**src/rtl/dci_lvds_cal_ctrl.sv**
```systemverilog
`default_nettype none
// +----------------------------------------------------------------------------+
// | Module   : dci_lvds_cal_ctrl                                               |
// | Brief    : SAR impedance-calibration sequencer for a bank of DCI LVDS      |
// |            inputs. Define DCI_CAL_TRACK_EN to enable tracking in LOCK.     |
// | Revision : 1.0                                                            |
// +----------------------------------------------------------------------------+
module dci_lvds_cal_ctrl #(
    parameter int CODE_W       = 5,
    parameter int SETTLE_CYC   = 8,
    parameter int RECAL_PERIOD = 4096
) (
    input  logic              clk,
    input  logic              rst_n,
    input  logic              start,
    input  logic              freeze,
    input  logic              cmp_hi,
    output logic [CODE_W-1:0] code,
    output logic              code_vld,
    output logic              busy,
    output logic              err
);

    localparam int CNT_W = (SETTLE_CYC > 1) ? $clog2(SETTLE_CYC) : 1;
    localparam int IDX_W = (CODE_W > 1) ? $clog2(CODE_W) : 1;

    localparam logic [CNT_W-1:0]  SETTLE_LOAD = CNT_W'(SETTLE_CYC - 1);
    localparam logic [IDX_W-1:0]  IDX_TOP     = IDX_W'(CODE_W - 1);
    localparam logic [CODE_W-1:0] CODE_MID    = CODE_W'(1) << (CODE_W - 1);
    localparam logic [CODE_W-1:0] CODE_MAX    = {CODE_W{1'b1}};

    localparam logic [1:0] ST_IDLE   = 2'd0;
    localparam logic [1:0] ST_APPLY  = 2'd1;
    localparam logic [1:0] ST_SAMPLE = 2'd2;
    localparam logic [1:0] ST_LOCK   = 2'd3;

    logic [1:0]        state;
    logic [1:0]        state_nxt;
    logic [CNT_W-1:0]  settle_cnt;
    logic [IDX_W-1:0]  bit_idx;
    logic              start_q;
    logic [CODE_W-1:0] bit_mask;
    logic [CODE_W-1:0] sample_code;
    logic [CODE_W-1:0] trial_next;

`ifdef DCI_CAL_TRACK_EN
    localparam int TRK_W = (RECAL_PERIOD > 1) ? $clog2(RECAL_PERIOD) : 1;
    localparam logic [TRK_W-1:0] TRK_LOAD = TRK_W'(RECAL_PERIOD - 1);

    logic [TRK_W-1:0]  trk_cnt;
    logic              trk_prev;
    logic              trk_have;
`endif

    // The trial bit is kept when the comparator says the code is still too weak.
    assign bit_mask    = CODE_W'(1) << bit_idx;
    assign sample_code = cmp_hi ? code : (code & ~bit_mask);
    assign trial_next  = sample_code | (bit_mask >> 1);

    always_ff @(posedge clk or negedge rst_n) begin
        if (!rst_n) begin
            state <= ST_IDLE;
        end else begin
            state <= state_nxt;
        end
    end

    always_comb begin
        state_nxt = state;
        case (state)
            ST_IDLE: begin
                if (start_q) state_nxt = ST_APPLY;
            end
            ST_APPLY: begin
                if (!freeze && settle_cnt == '0) state_nxt = ST_SAMPLE;
            end
            ST_SAMPLE: begin
                if (!freeze) state_nxt = (bit_idx == '0) ? ST_LOCK : ST_APPLY;
            end
            ST_LOCK: begin
                if (start_q) state_nxt = ST_APPLY;
            end
            default: state_nxt = ST_IDLE;
        endcase
    end

    always_comb begin
        busy     = (state == ST_APPLY) || (state == ST_SAMPLE);
        code_vld = (state == ST_LOCK);
    end

    // START is registered once, so the first trial appears one edge after it is seen.
    always_ff @(posedge clk or negedge rst_n) begin
        if (!rst_n) begin
            code       <= CODE_MID;
            err        <= 1'b0;
            settle_cnt <= '0;
            bit_idx    <= '0;
            start_q    <= 1'b0;
`ifdef DCI_CAL_TRACK_EN
            trk_cnt    <= '0;
            trk_prev   <= 1'b0;
            trk_have   <= 1'b0;
`endif
        end else begin
            start_q <= start && !busy;
            case (state)
                ST_IDLE: begin
                    if (start_q) begin
                        bit_idx    <= IDX_TOP;
                        code       <= CODE_MID;
                        settle_cnt <= SETTLE_LOAD;
                        err        <= 1'b0;
                    end
                end
                ST_APPLY: begin
                    if (!freeze && settle_cnt != '0) settle_cnt <= settle_cnt - 1'b1;
                end
                ST_SAMPLE: begin
                    if (!freeze) begin
                        if (bit_idx != '0) begin
                            code       <= trial_next;
                            bit_idx    <= bit_idx - 1'b1;
                            settle_cnt <= SETTLE_LOAD;
                        end else begin
                            code <= sample_code;
                            err  <= (sample_code == '0) ||
                                    (sample_code == CODE_MAX && cmp_hi);
`ifdef DCI_CAL_TRACK_EN
                            trk_cnt  <= TRK_LOAD;
                            trk_have <= 1'b0;
`endif
                        end
                    end
                end
                ST_LOCK: begin
                    if (start_q) begin
                        bit_idx    <= IDX_TOP;
                        code       <= CODE_MID;
                        settle_cnt <= SETTLE_LOAD;
                        err        <= 1'b0;
                    end
`ifdef DCI_CAL_TRACK_EN
                    else if (!freeze) begin
                        if (trk_cnt == '0) begin
                            trk_cnt  <= TRK_LOAD;
                            trk_prev <= cmp_hi;
                            trk_have <= 1'b1;
                            // Two agreeing samples in a row are needed before a step.
                            if (trk_have && trk_prev == cmp_hi) begin
                                if (cmp_hi) begin
                                    if (code == CODE_MAX) err <= 1'b1;
                                    else                  code <= code + 1'b1;
                                end else begin
                                    if (code == '0) err <= 1'b1;
                                    else            code <= code - 1'b1;
                                end
                            end
                        end else begin
                            trk_cnt <= trk_cnt - 1'b1;
                        end
                    end
`endif
                end
                default: ;
            endcase
        end
    end

endmodule
`default_nettype wire

```
**config.mk**
```make
export PLATFORM = sky130hd
export DESIGN_NAME = dci_lvds_cal_ctrl
export DESIGN_NICKNAME = d
export VERILOG_FILES = /design/src/rtl/dci_lvds_cal_ctrl.sv
export SDC_FILE = /design/constraint.sdc
export NUM_CORES = 1
export LEC_CHECK = 0
export ABC_CLOCK_PERIOD_IN_PS = 2700
export BUFFER_PORTS_ARGS = -buffer_cell sky130_fd_sc_hd__buf_2
export CORE_MARGIN = 10
export CORE_UTILIZATION = 54
export DETAILED_ROUTE_END_ITERATION = 10
export HOLD_SLACK_MARGIN = 0.1
export PLACE_DENSITY = 0.83
export SLEW_MARGIN = 20
export SYNTH_ARGS = -nofsm -noshare
export SYNTH_HDL_FRONTEND = slang
export SYNTH_SLANG_ARGS = --single-unit
```
**constraint.sdc**
```tcl
create_clock -name clk -period 2.7 [get_ports clk]
set_clock_uncertainty 0.1 [all_clocks]
set_input_delay 0 -clock clk [delete_from_list [all_inputs] [get_ports clk]]
set_output_delay 0 -clock clk [all_outputs]
set_load 0.005 [all_outputs]
```
==> flow_metrics.py <==
metrics = {
    "grt": {
        "first_global_vias": 799,
        "grt_pass1_wl_um": 3640,
        "grtUsageTotal": 0.109,
        "grt_overflow": 0,
        "antenna_found_initial": 0,
        "grt_max_degree": 15,
    },
    "sta": {
        "finalSetupViolations": 0,
        "drv_slew": 0,
        "relSlewSlack": 0.590,
        "tns_ps": 0,
        "worst_slew_pin_slew_ps": 614,
        "fin_ws_ps": 402,
        "fin_crit_sh": 0.851,
        "final.min_clock_period_ps": 2300,
        "holdWs_ps": 105,
        "hold_viol_final": 0,
        "max_freq_mhz": 435,
        "rsz0062_at_grt": "no",
    },
    "synth": {
        "synth_common_cells": "dfrtp_1, inv_1, ha_1, nand2_1, o21ai_0",
        "synthFlopType": "dfrtp_1",
        "synth.area.top_cells": "dfrtp_1, ha_1, inv_1, o21ai_0, dfstp_2",
        "synth.top_cell.area_share": 0.337,
        "synth_top_cell_by_area": "dfrtp_1",
        "synth.ff_latch_count": 15,
        "yosysWarnings": 0,
        "synth_async_sr_flop_share": 1.00,
        "synthCells": 112,
        "syn_area_per_cell_um2": 9.28,
        "synth.most_common_cell": "dfrtp_1",
        "yosysSeqAreaShare": 0.362,
        "synth.distinct_cells": 41,
        "synth.cell_area_um2": 1040,
        "synth_edf_count": 0,
        "synth_nets": 128,
    },
    "final_layout": {
        "nFillCells": 137,
        "num_antenna_cells": 0,
        "final_layout_size_suffix_gt1_frac": 0.169,
        "nNetsFinal": 147,
        "stdcell_count": 155,
        "area.growth.synth_to_final_pct": 14.2,
    },
    "clock_tree": {
        "cts_tree": "yes",
        "cts_made_buffers": 3,
        "cts_buffer_depth": 2,
        "clk_latency_ps": 280,
        "clock-sinks": 15,
        "h-tree-depth": 1,
        "root_buffer": "clkbuf_4",
        "clk_pin_slew_ps": 90,
    },
    "power": {
        "p_per_area_nw_per_um2": 1170,
        "p_int_uw": 714,
        "p_seq_frac": 0.296,
        "vdd.ir_drop.worst_mv": 0.755,
        "p_leak_uw": 0.000574,
        "switching_share": 0.485,
        "clkPwrFrac": 0.095,
        "netSwitchingPower_uw": 673,
        "combPwrFrac": 0.609,
    },
    "setup_path": {
        "r2r_cells": 6,
        "path_buf_inv": 1,
        "slowest_delay_ps": 530,
        "crit_chain": "inv_1 > ha_1 > nor2b_1 > or3_1 > o21ai_1 > a21bo_1",
        "worst_setup_path_end_kind": "flip-flop",
        "crit_type": "flip-flop to flip-flop",
        "rr_endpoint": "code[1]",
        "worst_r2r_startpoint": "state[0]",
        "start_kind": "flip-flop",
        "crit_arrival_ps": 2380,
        "crit_required_ps": 2790,
        "cp_top_family": "simple AND/OR/NAND/NOR gates",
        "reg2reg_slack_ps": 400,
        "crit_slowest_cell": "or3_1",
        "path_max_fanout": 14,
    },
    "hold_path": {
        "hold_class": "input pin to asynchronous set/reset pin",
    },
    "placed_design": {
        "place_inst": 146,
        "io_buffer_count": 12,
        "preCtsSetupSlack_ps": 409,
        "gp_congestion": 0.852,
        "post-dp-hpwl_um": 1590,
    },
    "floorplan": {
        "io_pins": 13,
        "die_w_um": 63.9,
        "core_um2": 1780,
        "initial_utilization": 0.583,
        "die_area_um2": 4080,
        "row_count": 15,
        "die_y_um": 63.9,
    },
    "drt": {
        "post_drt_wl_per_cell_um": 14.3,
        "via_per_inst": 5.72,
        "first_pass_iters": 4,
        "routed_wl_um": 2220,
        "vias": 887,
        "drt_iter0_drc": 50,
        "drc": 0,
        "final_antenna_net_count": 0,
    },
    "outcome": {
        "status": "complete, no violations",
    },
    "job": {
        "cap_violations": 0,
    },
}
-- through the flow --
step | area, µm² | utilization | power [µW]
floorplan | 1040 | - | 1080
global placement | 1110 | 0.623 | 1220
detailed placement | 1110 | 0.623 | 1240
CTS | 1190 | 0.666 | 1380
global route | 1190 | 0.666 | 1510
finish | 1190 | 0.666 | 1390
-- area by class of cell --
cell class                      instances  area (µm²)  area share
Multi-Input combinational cell         82         598       0.504
Timing Repair Buffer                   17         110      0.0927
Inverter                               12        45.0      0.0379
Clock buffer                            4        26.3      0.0221
Sequential cell                        15         377       0.317
Tap cell                               25        31.3      0.0263
-- flip-flops by register name (all words and copies together) (netlist names) --
register    flops
start_q         1
code            5
bit_idx         3
err             1
state           2
settle_cnt      3
-- how the worst max path moves through the flow --
stage,from,to,depth (start not counted),slack [ps]
floorplan,state[0],code[1],7,740
global placement,state[0],code[1],6,470
detailed placement,state[0],code[1],6,410
CTS,state[0],code[1],6,400
global route,state[0],bit_idx[2],6,230
finish,state[0],code[1],6,400
-- power groups by stage --
stage,combinational (µW),sequential (µW),clock (µW)
finish,844,411,132
detailed placement,825,414,0
floorplan,701,379,0
global route,944,422,148
global placement,811,405,0
CTS,835,408,134
-- layer usage --
layer  global-route usage  routed length, µm  vias to the layer above
met1                0.144               1030                      412
met5                    0                  0                        -
li1                     -                  -                      438
met4               0.0574                 31                        0
met3               0.0279                128                        4
met2                0.157               1030                       33
-- what timing repair did --
| action | 4_1_cts | 5_1_grt |
|---|---|---|
| setup buffers | 0 | 0 |
| endpoints found under the setup margin | 0 | 0 |
| hold buffers | 5 | 0 |
| gates resized for setup | 0 | 0 |
| hold endpoints to repair | 22 | 0 |
-- cell usage in the layout (no fill, tap or decap), types with 2 or more instances in the layout --
master,instances
o21ai_1,3
nand3_1,3
inv_1,12
nor2_1,6
dlygate4sd3_1,5
dfrtp_1,14
o22ai_1,2
buf_2,12
o21ai_0,7
clkbuf_4,3
nand2_1,7
ha_1,11
a21oi_1,5
and3_1,3
a22oi_1,2
or3_1,2
a31oi_1,3
nand2b_1,3
nor2b_1,4
-- cell families (layout without fill, tap and decap cells) --
group / Yosys count / after routing / synth area share
buffers and inverters: 15 / 33 / 0.0626
flip-flops: 15 / 15 / 0.362
AO/OA/AOI/OAI: 31 / 31 / 0.191
multiplexers: 2 / 2 / 0.0205
AND/OR/NAND/NOR: 38 / 38 / 0.231
adder cells (fa/ha/maj): 11 / 11 / 0.132
No activity file was read; power rests on OpenSTA's default activity.
